--- src/rtl/seq_frame_sink.sv ---
// seq_frame_sink: consumer end of the sample sequence stream.
// Accepts one frame of FRAME_LEN samples over valid/ready and reduces it to
// max, min, sum and count, announced by a one-cycle done pulse.
// Optional feature macro: SEQ_SINK_MONO_EN -- when defined, err flags any
// sample smaller than its predecessor within a frame (sticky until next start).
module seq_frame_sink #(
  parameter int W         = 32,
  parameter int FRAME_LEN = 100,
  parameter int CNT_W     = 7
) (
  input  logic                 clk,
  input  logic                 rst,
  input  logic                 en,
  input  logic                 in_valid,
  input  logic [W-1:0]         in_data,
  output logic                 in_ready,
  output logic                 busy,
  output logic                 done,
  output logic [W-1:0]         max,
  output logic [W-1:0]         min,
  output logic [W+CNT_W-1:0]   sum,
  output logic [CNT_W-1:0]     count,
  output logic                 err
);

  typedef enum logic [1:0] {IDLE, RUN, DONE} state_t;

  state_t             state_reg, state_next;
  logic [W-1:0]       max_reg, min_reg;
  logic [W+CNT_W-1:0] sum_reg;
  logic [CNT_W-1:0]   count_reg;
  logic               xfer;
  logic               last_sample;
  logic               start;

  assign xfer        = in_valid & in_ready;
  // The transfer that brings the count to FRAME_LEN closes the frame.
  assign last_sample = (count_reg == CNT_W'(FRAME_LEN - 1));
  assign start       = (state_reg == IDLE) & en;

  // State register.
  always_ff @(posedge clk or negedge rst) begin
    if (!rst) state_reg <= IDLE;
    else      state_reg <= state_next;
  end

  // Next-state logic and state-decoded handshake/status outputs.
  always_comb begin
    state_next = state_reg;
    in_ready   = 1'b0;
    busy       = 1'b0;
    done       = 1'b0;
    case (state_reg)
      IDLE: begin
        if (en) state_next = RUN;
      end
      RUN: begin
        in_ready = 1'b1;
        busy     = 1'b1;
        if (xfer && last_sample) state_next = DONE;
      end
      DONE: begin
        done       = 1'b1;
        state_next = IDLE;
      end
      default: state_next = IDLE;
    endcase
  end

  // Frame reduction: cleared on start, updated only on accepted samples,
  // otherwise held so the last frame's results stay visible.
  always_ff @(posedge clk or negedge rst) begin
    if (!rst) begin
      max_reg   <= '0;
      min_reg   <= '1;
      sum_reg   <= '0;
      count_reg <= '0;
    end else if (start) begin
      max_reg   <= '0;
      min_reg   <= '1;
      sum_reg   <= '0;
      count_reg <= '0;
    end else if (xfer) begin
      count_reg <= count_reg + 1'b1;
      sum_reg   <= sum_reg + {{CNT_W{1'b0}}, in_data};
      if (in_data > max_reg) max_reg <= in_data;
      if (in_data < min_reg) min_reg <= in_data;
    end
  end

`ifdef SEQ_SINK_MONO_EN
  logic [W-1:0] prev_reg;
  logic         err_reg;

  // Monotonic check: compare each sample against the previous one accepted in
  // this frame; the first sample (count 0) has no predecessor and is exempt.
  always_ff @(posedge clk or negedge rst) begin
    if (!rst) begin
      prev_reg <= '0;
      err_reg  <= 1'b0;
    end else if (start) begin
      err_reg  <= 1'b0;
    end else if (xfer) begin
      prev_reg <= in_data;
      if ((count_reg != '0) && (in_data < prev_reg)) err_reg <= 1'b1;
    end
  end

  assign err = err_reg;
`else
  assign err = 1'b0;
`endif

  assign max   = max_reg;
  assign min   = min_reg;
  assign sum   = sum_reg;
  assign count = count_reg;

endmodule

--- config.mk ---
export PLATFORM = sky130hd
export DESIGN_NAME = seq_frame_sink
export DESIGN_NICKNAME = d
export VERILOG_FILES = /design/src/rtl/seq_frame_sink.sv
export SDC_FILE = /design/constraint.sdc
export NUM_CORES = 1
export LEC_CHECK = 0
export ABC_AREA = 1
export BUFFER_PORTS_ARGS = -buffer_cell sky130_fd_sc_hd__buf_2
export CAP_MARGIN = 10
export CORE_MARGIN = 3
export CORE_UTILIZATION = 61
export DETAILED_ROUTE_END_ITERATION = 10
export GPL_ROUTABILITY_DRIVEN = 0
export GPL_TIMING_DRIVEN = 0
export PLACE_DENSITY_LB_ADDON = 0.3
export SLEW_MARGIN = 20
export SYNTH_ARGS = -nofsm -noshare
export SYNTH_HDL_FRONTEND = slang
export SYNTH_SLANG_ARGS = --single-unit
--- constraint.sdc ---
create_clock -name clk -period 4.2 [get_ports clk]
set_clock_uncertainty 0.15 [all_clocks]
set_input_delay 0.42 -clock clk [delete_from_list [all_inputs] [get_ports clk]]
set_output_delay 0.42 -clock clk [all_outputs]
set_load 0.1 [all_outputs]
==> run summary <==
The endpoint of the worst hold-timing path is max[15]. The number of max-slew violations in the final report was 0. The repair_antennas step left the layout with diodes totalling 0. Counting every instance in the synthesized netlist gives 1320. Of the available clock period, the critical path in the final layout requires 0.612. The wire length reported by the detailed router came out at 25600 um. The required time of the worst setup path is 4.31 ns. Setup repair after global routing left no endpoint under its margin.

The depth of the worst hold-timing path is 3. At the pin with the least slew margin, the transition time is ~0.7 ns. The count of max-cap constraint violations is 0.

The half-perimeter wire length after placement came out at between 20000 and 25000 um. On the critical path the largest part of the delay comes from simple AND/OR/NAND/NOR gates. The die footprint came out at 0.0161 sq mm. The worst register-to-register path begins at max[31].

The worst register-to-register path has a depth of 12. STA classifies the critical path startpoint as a flip-flop. The initial cell density of the core is 0.633.

The sequential cells in the finished layout cover a total of 0.00284 sq mm. In this run the deepest clock path goes through 2 buffers. The total of cells resized after clock tree synthesis came out at 0. The final total negative setup slack is 0 ns. The area of the multi-input gates came out at 0.00512 sq mm. The library cell used most frequently in the layout, excluding fill and tap cells, is sky130_fd_sc_hd__nand2_1. The aggregate global-route resource usage came out at 0.319. The largest net degree at the start of global routing came out at just over 60. The number of H-tree levels is 3.

The synthesized net count is 1453. The clock sink count is 112. Traced cell by cell, the critical path runs through inv_1 -> ha_1 -> nand2_1 -> nor2_1 -> nand4_1 -> nor2_1 -> nand2_1 -> nand2_1 -> nand2_1 -> buf_4 -> nand3_1 -> nand2_1. The number of buffer cells added on primary ports came out at 148. The number of hold-slack violations in the final timing report was 0. After detailed routing, no signal wire sits above met4. The number of routed nets with antenna violations is 0. The root buffer cell is sky130_fd_sc_hd__clkbuf_16. The post-layout net count came out at 1614. The routed length on met1 came out at 11100 um. The path class of the tightest hold or removal check is in -> reg.

The number of synthesized register bits came out at 112. The top cell types in the final layout, fill and taps aside, are 429 x sky130_fd_sc_hd__nand2_1, 189 x sky130_fd_sc_hd__inv_1, 155 x sky130_fd_sc_hd__buf_2, 141 x sky130_fd_sc_hd__nand3_1, 96 x sky130_fd_sc_hd__ha_1. The slack of the worst reg-to-reg path came out at 1.63 ns. The via count of the first global-routing pass is 8643. The site row count is 43. The count of cell types in the netlist came out at 40. The pre-antenna-repair detailed-routing pass consisted of 6 iterations. The area inside the core boundary came out at 0.0140 sq mm.

The first routing iteration left 719 violations. The average cell area after synthesis came out at ~6.7 sq um. The number of flip-flops under the largest register name came out at 39. The first global-routing pass estimated ~42000 um of wire. The via count normalized by instance count is 5.55. The cell seen most often among critical-path stages is sky130_fd_sc_hd__nand2_1.

The number of fillers in the final layout is 1184. The routed design uses 11800 um of met2 wire. By area the synthesized netlist is led by sky130_fd_sc_hd__dfrtp_1 23%, sky130_fd_sc_hd__nand2_1 18%, sky130_fd_sc_hd__ha_1 14%. The signed area change from the synthesized netlist to the final layout came out at 14.7%. The number of warnings issued by yosys came out at 0. The startpoint identified for the worst hold timing path is in_data[15]. The length of routed met3 wiring came out at between 1500 and 2000 um.

The worst setup path is captured at a flip-flop. The run finished with clean final reports. Summed over all layers, the global routing overflow is 0. TritonCTS built the clock tree. The biggest area contributor in the post-synthesis netlist is sky130_fd_sc_hd__dfrtp_1. In this run the tightest slew margin relative to its limit is 0.542. The type of the worst setup path is reg -> reg. 150 I/O pins were placed. The CTS buffer count is 9. The top fanout value on the critical path is 10. The top cell type's share of synthesized area came out at 0.225. The time the worst path needs with I/O delays and setup came out at 2.57 ns.

The clock latency of the later-clocked register in the worst-skew pair came out at ~0.37 ns. On the worst path, the slowest cell contributes a delay of between 0.4 and 0.5 ns. The standard cell with the maximum stage delay on the critical path is sky130_fd_sc_hd__dfrtp_1.

The total number of vias is 9253. The maximum operating frequency is approximately 390 MHz. The clock-pin slew on the worst setup and hold paths came out at 0.08 ns. In this run the cell area of the synthesized design comes to 0.00889 sq mm. From left edge to right edge, the die measures 127 um. After detailed routing, the average wire length per cell comes to about 15 um. The sequential element share of the synthesized area is 0.320. From bottom edge to top edge, the die measures ~130 um. The number of buffers and inverters on the critical path is 2. The share of post-route cells with drive strength above 1 is 0.174. The signal arrival time at the worst endpoint is approximately 2.7 ns. The count of final setup violators came out at 0. The number of antenna violations at the first check in global routing is 0. The worst register-to-register path ends at max[19]. The number of remaining DRC errors came out at 0.
## stage by stage
step                      utilization  hold slack [ns]  std cells  instance area, sq um  setup slack, ns
after floorplan                     -          -0.0256       1320                  8890             1.36
after global placement          0.702            0.329       1648                  9860             1.21
after detailed placement        0.704            0.259       1649                  9890             1.48
after CTS                       0.726            0.206       1666                 10200             1.67
after global routing            0.726            0.212       1666                 10200             1.41
final                           0.726            0.208       1666                 10200             1.63
## worst register-to-register path, stage by stage (launching register included)
cell and delay [ns]:
sky130_fd_sc_hd__dfrtp_1 0.43, sky130_fd_sc_hd__inv_1 0.06, sky130_fd_sc_hd__ha_1 0.30, sky130_fd_sc_hd__nand2_1 0.07, sky130_fd_sc_hd__nor2_1 0.16, sky130_fd_sc_hd__nand4_1 0.16
sky130_fd_sc_hd__nor2_1 0.28, sky130_fd_sc_hd__nand2_1 0.09, sky130_fd_sc_hd__nand2_1 0.19, sky130_fd_sc_hd__nand2_1 0.19, sky130_fd_sc_hd__buf_4 0.23, sky130_fd_sc_hd__nand3_1 0.08
sky130_fd_sc_hd__nand2_1 0.06
## Yosys cell counts
master / instances
sky130_fd_sc_hd__nand2_1: 429
sky130_fd_sc_hd__inv_1: 189
sky130_fd_sc_hd__nand3_1: 141
sky130_fd_sc_hd__ha_1: 96
sky130_fd_sc_hd__nor2_1: 91
sky130_fd_sc_hd__dfrtp_1: 80
sky130_fd_sc_hd__a21oi_1: 78
sky130_fd_sc_hd__o21ai_0: 37
sky130_fd_sc_hd__dfstp_2: 32
sky130_fd_sc_hd__or2_2: 31
sky130_fd_sc_hd__clkbuf_1: 18
sky130_fd_sc_hd__nor3_1: 14
sky130_fd_sc_hd__nand4_1: 9
sky130_fd_sc_hd__buf_2: 8
sky130_fd_sc_hd__inv_2: 8
sky130_fd_sc_hd__o21ai_1: 6
sky130_fd_sc_hd__buf_4: 5
sky130_fd_sc_hd__nand3b_1: 5
sky130_fd_sc_hd__o21bai_1: 5
sky130_fd_sc_hd__o31ai_1: 5
sky130_fd_sc_hd__xnor2_1: 4
sky130_fd_sc_hd__buf_6: 3
sky130_fd_sc_hd__nand2_2: 3
sky130_fd_sc_hd__o21a_1: 3
sky130_fd_sc_hd__a22o_1: 2
sky130_fd_sc_hd__buf_1: 2
sky130_fd_sc_hd__nand2b_1: 2
sky130_fd_sc_hd__nor4_1: 2
sky130_fd_sc_hd__a31oi_2: 1
sky130_fd_sc_hd__a32o_1: 1
sky130_fd_sc_hd__and2_1: 1
sky130_fd_sc_hd__and3_1: 1
sky130_fd_sc_hd__conb_1: 1
sky130_fd_sc_hd__fa_1: 1
sky130_fd_sc_hd__nand3_2: 1
sky130_fd_sc_hd__nor2_4: 1
sky130_fd_sc_hd__o22ai_1: 1
sky130_fd_sc_hd__or2_0: 1
sky130_fd_sc_hd__or2_1: 1
sky130_fd_sc_hd__xor2_1: 1
## metal layers
metal / global-route usage / vias to the layer above
met3: 0.0408 / 72
met2: 0.531 / 363
li1: - / 4531
met5: 0 / -
met4: 0.131 / 0
met1: 0.421 / 4287
## final cells by class
type	count	share of cell area
Clock buffer	10	0.0234
Buffer	36	0.0183
Timing Repair Buffer	150	0.0769
Clock inverter	6	0.00540
Multi-Input combinational cell	975	0.503
Tap cell	180	0.0221
Inverter	197	0.0725
Sequential cell	112	0.279
## worst max path at each step
stage,start,to,depth (start not counted)
after floorplan,sum[0],sum[32],15
after global placement,rst,max[25],1
after detailed placement,in_data[0],sum[32],16
after CTS,max[31],max[19],12
after global routing,sum[0],sum[32],15
final,max[31],max[19],12
## cell families after synthesis
group,synth area share
AO/OA/AOI/OAI,0.0843
XOR/XNOR,0.00492
adder cells (fa/ha/maj),0.137
buffers and inverters,0.104
flip-flops,0.320
other,0.000422
AND/OR/NAND/NOR,0.349
## timing repair
item / in CTS / in global routing
buffers inserted: 0 / 0
hold buffers: 1 / 0
hold endpoints to repair: 47 / 0
Power is left out: the tool's default activity adds up to more than one toggle a clock period on the data nets, which glitch-free logic cannot reach.
